--- src/rtl/fifo_fill_pkg.sv ---
// Shared types and defaults for the FIFO fill/drain sequencer.
package fifo_fill_pkg;

  typedef enum logic [2:0] {
    ST_IDLE  = 3'd0,
    ST_START = 3'd1,
    ST_WAIT  = 3'd2,
    ST_DRAIN = 3'd3,
    ST_ERR   = 3'd4
  } fill_state_e;

  localparam int DEF_NUM_FIFOS   = 9;
  localparam int DEF_DEPTH       = 8;
  localparam int DEF_ADDR_W      = 32;
  localparam int DEF_ADDR_BASE   = 0;
  localparam int DEF_ADDR_STRIDE = 1;
  localparam int DEF_TIMEOUT     = 1000;

  // Index width for n items, never below one bit.
  function automatic int idx_w(input int n);
    return (n > 1) ? $clog2(n) : 1;
  endfunction

endpackage

--- src/rtl/fifo_drain_packer.sv ---
// Shifts drained bytes in from the top so the first byte ends in [7:0];
// publishes the packed word with a one-cycle valid after DEPTH captures.
module fifo_drain_packer
  import fifo_fill_pkg::*;
#(
  parameter int DEPTH = DEF_DEPTH
) (
  input  logic               clk,
  input  logic               rst_n,
  input  logic               cap_i,
  input  logic [7:0]         byte_i,
  output logic               last_o,
  output logic [DEPTH*8-1:0] word_o,
  output logic               valid_o
);

  localparam int CW = idx_w(DEPTH);

  logic [CW-1:0]      cnt_q;
  logic [DEPTH*8-1:0] shadow_q;
  logic [DEPTH*8-1:0] shadow_d;
  logic [DEPTH*8-1:0] word_q;
  logic               valid_q;

  assign shadow_d = {byte_i, shadow_q[DEPTH*8-1:8]};
  assign last_o   = cap_i && (cnt_q == CW'(DEPTH - 1));
  assign word_o   = word_q;
  assign valid_o  = valid_q;

  always_ff @(posedge clk or negedge rst_n) begin
    if (!rst_n) begin
      cnt_q    <= '0;
      shadow_q <= '0;
      word_q   <= '0;
      valid_q  <= 1'b0;
    end else begin
      valid_q <= 1'b0;
      if (cap_i) begin
        shadow_q <= shadow_d;
        if (last_o) begin
          cnt_q   <= '0;
          word_q  <= shadow_d;
          valid_q <= 1'b1;
        end else begin
          cnt_q <= cnt_q + CW'(1);
        end
      end
    end
  end

endmodule

--- src/rtl/fifo_fill_sequencer.sv ---
// Walks the fifo_filler over every FIFO in the bank, steering its strobe and
// full flag, flags stalls, and drains one FIFO into a packed word on request.
module fifo_fill_sequencer
  import fifo_fill_pkg::*;
#(
  parameter int                NUM_FIFOS   = DEF_NUM_FIFOS,
  parameter int                DEPTH       = DEF_DEPTH,
  parameter int                ADDR_W      = DEF_ADDR_W,
  parameter logic [ADDR_W-1:0] ADDR_BASE   = ADDR_W'(DEF_ADDR_BASE),
  parameter logic [ADDR_W-1:0] ADDR_STRIDE = ADDR_W'(DEF_ADDR_STRIDE),
  parameter int                TIMEOUT     = DEF_TIMEOUT
) (
  input  logic                          clk,
  input  logic                          rst_n,
  input  logic                          go,
  output logic                          busy,
  output logic                          fill_done,
  output logic                          timeout_err,
  output logic [idx_w(NUM_FIFOS)-1:0]   cur_idx,
  output logic                          filler_start,
  output logic [ADDR_W-1:0]             filler_address,
  input  logic                          filler_wren,
  input  logic                          filler_done,
  output logic                          filler_full,
  output logic [NUM_FIFOS-1:0]          fifo_wren,
  input  logic [NUM_FIFOS-1:0]          fifo_full,
  output logic [NUM_FIFOS-1:0]          fifo_rden,
  input  logic [NUM_FIFOS*8-1:0]        fifo_rdata,
  input  logic                          rd_req,
  input  logic [idx_w(NUM_FIFOS)-1:0]   rd_idx,
  output logic [DEPTH*8-1:0]            rd_word,
  output logic                          rd_valid,
  output fill_state_e                   dbg_state
);

  localparam int IDX_W = idx_w(NUM_FIFOS);
  localparam int TW    = idx_w(TIMEOUT);
  localparam int RCW   = $clog2(DEPTH + 1);

  fill_state_e state_q;
  logic [IDX_W-1:0] cur_idx_q;
  logic [TW-1:0]    timer_q;
  logic [RCW-1:0]   rden_cnt_q;
  logic             fill_done_q;
  logic             timeout_err_q;
  logic             cap_q;

  logic       go_ok;
  logic       rd_ok;
  logic       filling;
  logic       rden_on;
  logic       pack_last;
  logic [7:0] drain_byte;

  assign go_ok   = go && ((state_q == ST_IDLE) || (state_q == ST_ERR));
  assign rd_ok   = rd_req && !go && (state_q == ST_IDLE) && (int'(rd_idx) < NUM_FIFOS);
  assign filling = (state_q == ST_START) || (state_q == ST_WAIT);
  assign rden_on = (state_q == ST_DRAIN) && (rden_cnt_q != RCW'(DEPTH));

  assign busy           = filling || (state_q == ST_DRAIN);
  assign filler_start   = (state_q == ST_START);
  assign fill_done      = fill_done_q;
  assign timeout_err    = timeout_err_q;
  assign cur_idx        = cur_idx_q;
  assign filler_address = ADDR_BASE + ADDR_W'(cur_idx_q) * ADDR_STRIDE;
  assign dbg_state      = state_q;

  always_comb begin
    fifo_wren   = '0;
    fifo_rden   = '0;
    filler_full = 1'b0;
    drain_byte  = '0;
    for (int i = 0; i < NUM_FIFOS; i++) begin
      if (cur_idx_q == IDX_W'(i)) begin
        fifo_wren[i] = filling && filler_wren;
        fifo_rden[i] = rden_on;
        filler_full  = fifo_full[i];
        drain_byte   = fifo_rdata[8*i +: 8];
      end
    end
  end

  always_ff @(posedge clk or negedge rst_n) begin
    if (!rst_n) begin
      state_q       <= ST_IDLE;
      cur_idx_q     <= '0;
      timer_q       <= '0;
      rden_cnt_q    <= '0;
      fill_done_q   <= 1'b0;
      timeout_err_q <= 1'b0;
      cap_q         <= 1'b0;
    end else begin
      // FIFO read data trails its rden by one cycle, so capture trails too.
      cap_q <= rden_on;
      case (state_q)
        ST_IDLE, ST_ERR: begin
          if (go_ok) begin
            cur_idx_q     <= '0;
            fill_done_q   <= 1'b0;
            timeout_err_q <= 1'b0;
            state_q       <= ST_START;
          end else if (rd_ok) begin
            cur_idx_q  <= rd_idx;
            rden_cnt_q <= '0;
            state_q    <= ST_DRAIN;
          end
        end
        ST_START: begin
          timer_q <= '0;
          state_q <= ST_WAIT;
        end
        ST_WAIT: begin
          if (filler_done) begin
            if (cur_idx_q == IDX_W'(NUM_FIFOS - 1)) begin
              fill_done_q <= 1'b1;
              state_q     <= ST_IDLE;
            end else begin
              cur_idx_q <= cur_idx_q + IDX_W'(1);
              state_q   <= ST_START;
            end
          end else if (timer_q == TW'(TIMEOUT - 1)) begin
            timeout_err_q <= 1'b1;
            state_q       <= ST_ERR;
          end else begin
            timer_q <= timer_q + TW'(1);
          end
        end
        ST_DRAIN: begin
          if (rden_on) rden_cnt_q <= rden_cnt_q + RCW'(1);
          if (pack_last) state_q <= ST_IDLE;
        end
        default: state_q <= ST_IDLE;
      endcase
    end
  end

  fifo_drain_packer #(.DEPTH(DEPTH)) u_packer (
    .clk     (clk),
    .rst_n   (rst_n),
    .cap_i   (cap_q),
    .byte_i  (drain_byte),
    .last_o  (pack_last),
    .word_o  (rd_word),
    .valid_o (rd_valid)
  );

endmodule

--- config.mk ---
export PLATFORM = sky130hd
export DESIGN_NAME = fifo_fill_sequencer
export DESIGN_NICKNAME = d
export VERILOG_FILES = /design/src/rtl/fifo_fill_pkg.sv /design/src/rtl/fifo_drain_packer.sv /design/src/rtl/fifo_fill_sequencer.sv
export SDC_FILE = /design/constraint.sdc
export NUM_CORES = 1
export LEC_CHECK = 0
export CORE_MARGIN = 2
export CORE_UTILIZATION = 45
export DETAILED_ROUTE_END_ITERATION = 10
export GPL_TIMING_DRIVEN = 0
export PLACE_DENSITY = 0.89
export REMOVE_ABC_BUFFERS = 1
export SLEW_MARGIN = 10
export SYNTH_ARGS = -nofsm -noshare
export SYNTH_HDL_FRONTEND = slang
export SYNTH_SLANG_ARGS = --single-unit
--- constraint.sdc ---
create_clock -name clk -period 4.65 [get_ports clk]
set_clock_uncertainty 0.15 [all_clocks]
set_input_delay 0.465 -clock clk [delete_from_list [all_inputs] [get_ports clk]]
set_output_delay 0.465 -clock clk [all_outputs]
set_load 0.01 [all_outputs]
* Word level (Yosys, flattened, before mapping)
Cells that the tools add are included.
Word-level totals: memories 0, bits in read-only memories 0, memory bits (writable) 0, word-level logic and storage cells 133, bits of input ports 91, bits in latches 0, output and inout port bits 127, register bits 156
Cells by class: add/sub/neg operators 4, reductions and logical operators 24, divide/modulo/power cells 0, multipliers 0, bitwise logic cells 0, equality and inequality tests 28, muxes and demuxes 65, shift-type cells 0, magnitude comparators 1
Operators with widths (number):
- 8-bit two-way mux | 9
- 1-bit two-way mux | 35
- 4-bit two-way mux | 7
- 10-bit two-way mux | 2
- 10-bit one-hot mux with 2 select lines | 1
- 3-bit two-way mux | 6
- 2-bit != test (second input constant) | 9
- 4-bit by 3-bit equality test with 1-bit output (second input constant) | 4
- 4-bit one-hot mux with 2 select lines | 2
- 4-bit AND reduction | 4
- 3-bit one-hot mux with 4 select lines | 1
- 10-bit by 1-bit adder with 10-bit output (second input constant) | 1
- 10-bit equality test (second input constant) | 1
- 4-bit by 1-bit adder with 4-bit output (second input constant) | 2
- 4-bit by 2-bit equality test with 1-bit output (second input constant) | 2
- 1-bit logical AND | 7
- 3-bit by 2-bit equality test with 1-bit output (second input constant) | 2
- 3-bit equality test (second input constant) | 2
- 3-bit AND reduction | 2
- 2-bit nonzero test | 3
- 4-bit by 1-bit equality test with 1-bit output (second input constant) | 1
- 4-bit equality test (second input constant) | 1
- 4-bit logical NOT | 1
- 4-bit less-than comparator (second input constant) | 1
- 12 further kinds | 16

* Logic depth before layout (Yosys ltp)
Gate-level depths: netlist of the first run.
depth after elaboration 10, gate-level depth with buffers 8, gate-level depth less buffers 7

* By module
A second synthesis of the first run with hierarchy kept.
Unflattened totals: cell total of the unflattened synthesis 586, area, all modules 7282.0 µm²
Modules (own cells, without submodules):
- fifo_drain_packer | area an instance 4825.9 µm², times used 1, cells each 270, sequential area each 3103.0 µm²
- fifo_fill_sequencer | area an instance 2456.1 µm², times used 1, cells each 316, sequential area each 600.6 µm²

* Least setup slack after synthesis of the first run
Ideal clock, no wire load.
path kind register to output, from register cur_idx_q[0], in the netlist cur_idx[0], to output filler_full, setup slack 2192 ps, data arrival time 1843 ps, required time 4035 ps, cell stages (with the launch flop) 8, cells stage by stage dfrtp_1 ha_1 clkbuf_1 or3_1 buf_6 a221oi_1 o22ai_1 a21oi_1
Between the ends: word-level cells in the longest chain between the ends 10
RTL lines:
- start, declared | RTL line fifo_fill_sequencer.sv:41 | logic [IDX_W-1:0] cur_idx_q;
- start signal, assigned | RTL line fifo_fill_sequencer.sv:103 | cur_idx_q <= rd_idx;
- start signal, assigned | RTL line fifo_fill_sequencer.sv:118 | cur_idx_q <= cur_idx_q + IDX_W'(1);
- 4-bit logical NOT | RTL line fifo_fill_sequencer.sv:74 | if (cur_idx_q == IDX_W'(i)) begin
- 1-bit two-way mux (8 in series) | RTL line fifo_fill_sequencer.sv:74
- 1-bit two-way mux * | RTL line fifo_fill_sequencer.sv:74
- end, declared | RTL line fifo_fill_sequencer.sv:24 | output logic filler_full,
Mark *: on every way between the ends. The rest lies on a longest branch, timed or not.

* Worst setup path after layout of the first run
Ends and elaborated chain as after synthesis.

==> results of run 1 <==
-- metal layers --
metal | wire, um | vias up
met5 | 0 | -
li1 | - | 2823
met3 | 1155 | 42
met4 | 666 | 0
met1 | 7578 | 2979
met2 | 9797 | 230
-- cell usage after synthesis, types with 2 or more instances --
library cell,count
nor3_1,4
mux2_2,50
nand3_1,7
nand2b_1,4
nor3b_1,10
a21oi_1,25
buf_4,32
a21boi_0,2
o31a_1,2
and2_1,10
nand4_1,6
nand3b_1,11
a31oi_1,18
inv_1,18
a22oi_1,11
or3_1,3
and4_1,3
buf_2,11
and3_1,11
dfrtp_1,148
o31ai_1,10
nor3b_2,2
ha_1,9
a211oi_1,11
nor2_1,37
buf_1,3
nand2_1,195
nor2b_1,11
xor2_1,7
a221oi_2,8
clkbuf_1,26
o21ai_0,9
buf_6,4
o22ai_1,10
-- registers in the layout, summed over array words and instances (netlist names) --
signal / cells
u_packer.shadow_q: 56
fill_done: 1
u_packer.valid_o: 1
u_packer.cnt_q: 3
timer_q: 10
u_packer.word_o: 64
rden_cnt_q: 4
cap_q: 1
cur_idx: 4
dbg_state: 3
timeout_err: 1
-- kinds of logic (layout without fill, tap and decap cells) --
| logic type | after synthesis | count (layout) |
|---|---|---|
| AO/OA/AOI/OAI | 114 | 114 |
| AND/OR/NAND/NOR | 321 | 321 |
| XOR/XNOR | 8 | 8 |
| multiplexers | 51 | 51 |
| buffers and inverters | 98 | 244 |
| adder cells (fa/ha/maj) | 9 | 9 |
| flip-flops | 148 | 148 |
| other | 1 | 28 |
-- critical path, stage by stage (launching register included) --
cell             delay, ns
dfrtp_1               0.48
inv_1                 0.13
ha_1                  0.89
nand2_1               0.11
nor2_1                0.79
nor2_1                0.11
a21oi_1               0.16
clkdlybuf4s50_1       0.56
-- worst paths after layout --
path / start / endpoint / slack, ns / depth (start not counted)
worst max-delay path: cur_idx[0] / filler_full / 0.37 / 7
worst min-delay path: u_packer.shadow_q[9] / u_packer.word_o[1] / 0.32 / 2
worst max register to register: cur_idx[1] / u_packer.word_o[63] / 1.57 / 6
worst min register to register: u_packer.shadow_q[9] / u_packer.word_o[1] / 0.32 / 2
max in group asynchronous: rst_n / u_packer.shadow_q[19] / 3.15 / 3
min in group asynchronous: rst_n / rden_cnt_q[0] / 0.44 / 2
-- area by class of cell --
type	instances	area [sq um]	share of cell area
clock buffers	20	456.7	0.04647
clock inverters	11	151.4	0.01540
inverters	20	76.32	0.007766
multi-input cells	531	3192	0.3248
flip-flops and latches	148	3707	0.3772
well taps	216	270.3	0.02750
repair buffers	193	1974	0.2009
-- power groups by stage --
stage	registers [mW]	clock network (mW)	logic, mW
final	2.34	1.40	2.43
after global routing	2.42	1.48	2.64
after CTS	2.33	1.42	2.45
after detailed placement	2.35	0	2.43
after global placement	2.31	0	2.35
after floorplan	2.30	0	1.31
-- per-stage QoR --
stage	hold WS, ns	TNS, ns	util	cells	cell area, sq um
after floorplan	0.01941	0	-	699	6963
after global placement	0.2990	-530.98	0.5744	1104	9125
after detailed placement	0.3048	0	0.5796	1107	9206
after CTS	0.3197	0	0.6185	1139	9824
after global routing	0.3465	0	0.6187	1139	9828
final	0.3164	0	0.6187	1139	9828
-- timing repair --
item / in CTS / in global routing
hold endpoints to repair: 73 / 0
hold buffers: 1 / 0
gates resized for setup: 0 / 0
==> results.md, run 1 <==
* Result of the run: finished clean
* CTS tree: yes
* Clock network power share at 0.227
* Proportion of layout cells with a drive suffix above 1 at 0.1159
* Antenna viol nets, final at 0
* Post-synth EDFFs at 0
* Detailed placement HPWL at 12880 um
* Classification of the worst-slack hold path: register to register
* Number of CTS-inserted buffers at 17
* Pwr per Cell Area at 627.9 nW/um^2
* Via Count at 6074
* Number of antenna cells inserted at 0
* Flop and latch count out of synthesis at 148
* Type of the worst setup path: register to output port
* Final max-slew violation count at 0
* Data required time of the critical path at 4.03 ns
* Routability-driven placement congestion ratio at 0.8700
* Pleak at 4.339 nW
* Fraction of synthesized cell area in xor and xnor cells at 0.009558
* Worst-Margin Slew at 1.239 ns
* Iteration count of the initial detailed-routing pass at 5
* Highest Clock Rate at 233.6 MHz
* Number of nets in the layout at 1011
* Std-Cell Core Area at 15890 sq um
* Count of maximum capacitance violations at 0
* Cell-internal power at 3.946 mW
* Vias per cell at 5.333
* Combinational family with the most area after synthesis: simple AND/OR/NAND/NOR gates
* Row Count at 46
* Leading cell types in the layout, fill and taps excluded: nand2_1 (194), clkdlybuf4s50_1 (188), dfrtp_1 (147)
* Compound-Gate Fraction of Synth Area at 0.1133
* Critical path arrival at 3.67 ns
* Kind of end point of the critical path: output port
* CP Launch Type: register
* Die Y-Extent at 131.6 um
* Switch Pwr at 2.225 mW
* Most common cell after layout, fill and taps aside: nand2_1
* Count of pins on the block boundary at 218
* Total global-route track usage at 0.2252
* Routed wirelength normalized by instance count at 16.86 um
* DIE AREA at 17330 sq um
* Met3 Track Usage GR at 0.05556
* Combinational share of power at 0.394
* Fin crit period at 4.280 ns
* Overall overflow remaining after global route at 0
* Area overhead of the layout relative to synthesis at 34.07%
* CTS max path bufs at 2
* Post-layout total power at 6.171 mW
* Synth Area in Simple Gates at 0.2036
* Unrepaired setup endpoints after global routing: false
* Post-synthesis adder-cell area fraction at 0.01536
* Syn. warnings at 0
* Worst slack at placement at 0.7801 ns
* Post-synthesis area per instance at 9.774 sq um
* Proportion of synthesized chip area in sequential cells at 0.5052
* Number of endpoints with negative hold slack in the final report at 0
* Worst slew margin relative to its limit at 0.1742
* Filler instances at 1308
* Sinks on the clock net at 148
* Area share of the largest cell type after synthesis at 0.5052
* Post-synth design cell area at 7331 sq um
* Post-synth top area cell: dfrtp_1
* Most instantiated flip-flop cell in the synthesis netlist: dfrtp_1
* Fraction of synthesis flops using an asynchronous set or reset pin at 1.000
* Clk Tree Root Cell: clkbuf_16
* Total routed wirelength at 19200 um
* Final worst-path cycle share at 0.9204
* Multiplexer fraction of the synthesized cell area at 0.07817
* Largest net degree at the start of global routing at 76
* Port Buffer Count at 189
* Wire length of the first global-routing pass at 30790 um
* Largest vdd supply drop at 329.2 uV
* Routing usage on met2 at 0.3950
* Final WS setup at 0.3700 ns
* Largest driver fanout on the critical path at 25
* Syn Inst Count at 750
* H-tree Lvls at 4
* Clk pin slew, worst setup/hold paths at 0.06 ns
* Vias in the first global route at 5966
* GRT met1 Usage at 0.2602
* Drt first-iter violations at 460
* Post-route DRC violation count at 0
* Sequential share of power at 0.378
* Most used routing layer: met2
* Largest cells by area after synthesis: dfrtp_1 (51%), nand2_1 (10%), mux2_2 (7.7%)
* Distinct cells, synth at 56
* Worst-skew pair later-pin latency at 0.42 ns
* Initial standard-cell utilization of the core at 0.4615
* Die Span X at 131.6 um
* Post CTS Setup Buffer Count at 0
* Final setup violating endpoints at 0
* Switching share of power at 0.3605
* Antenna violations before repair at 0
(Power assumes the default switching activity.)
==> run 2: changes to the inputs <==
- SKIP_LAST_GASP: not set -> 1
==> results of run 2 <==
Same layout as run 1: the final DEF is identical, and so are final timing and power.
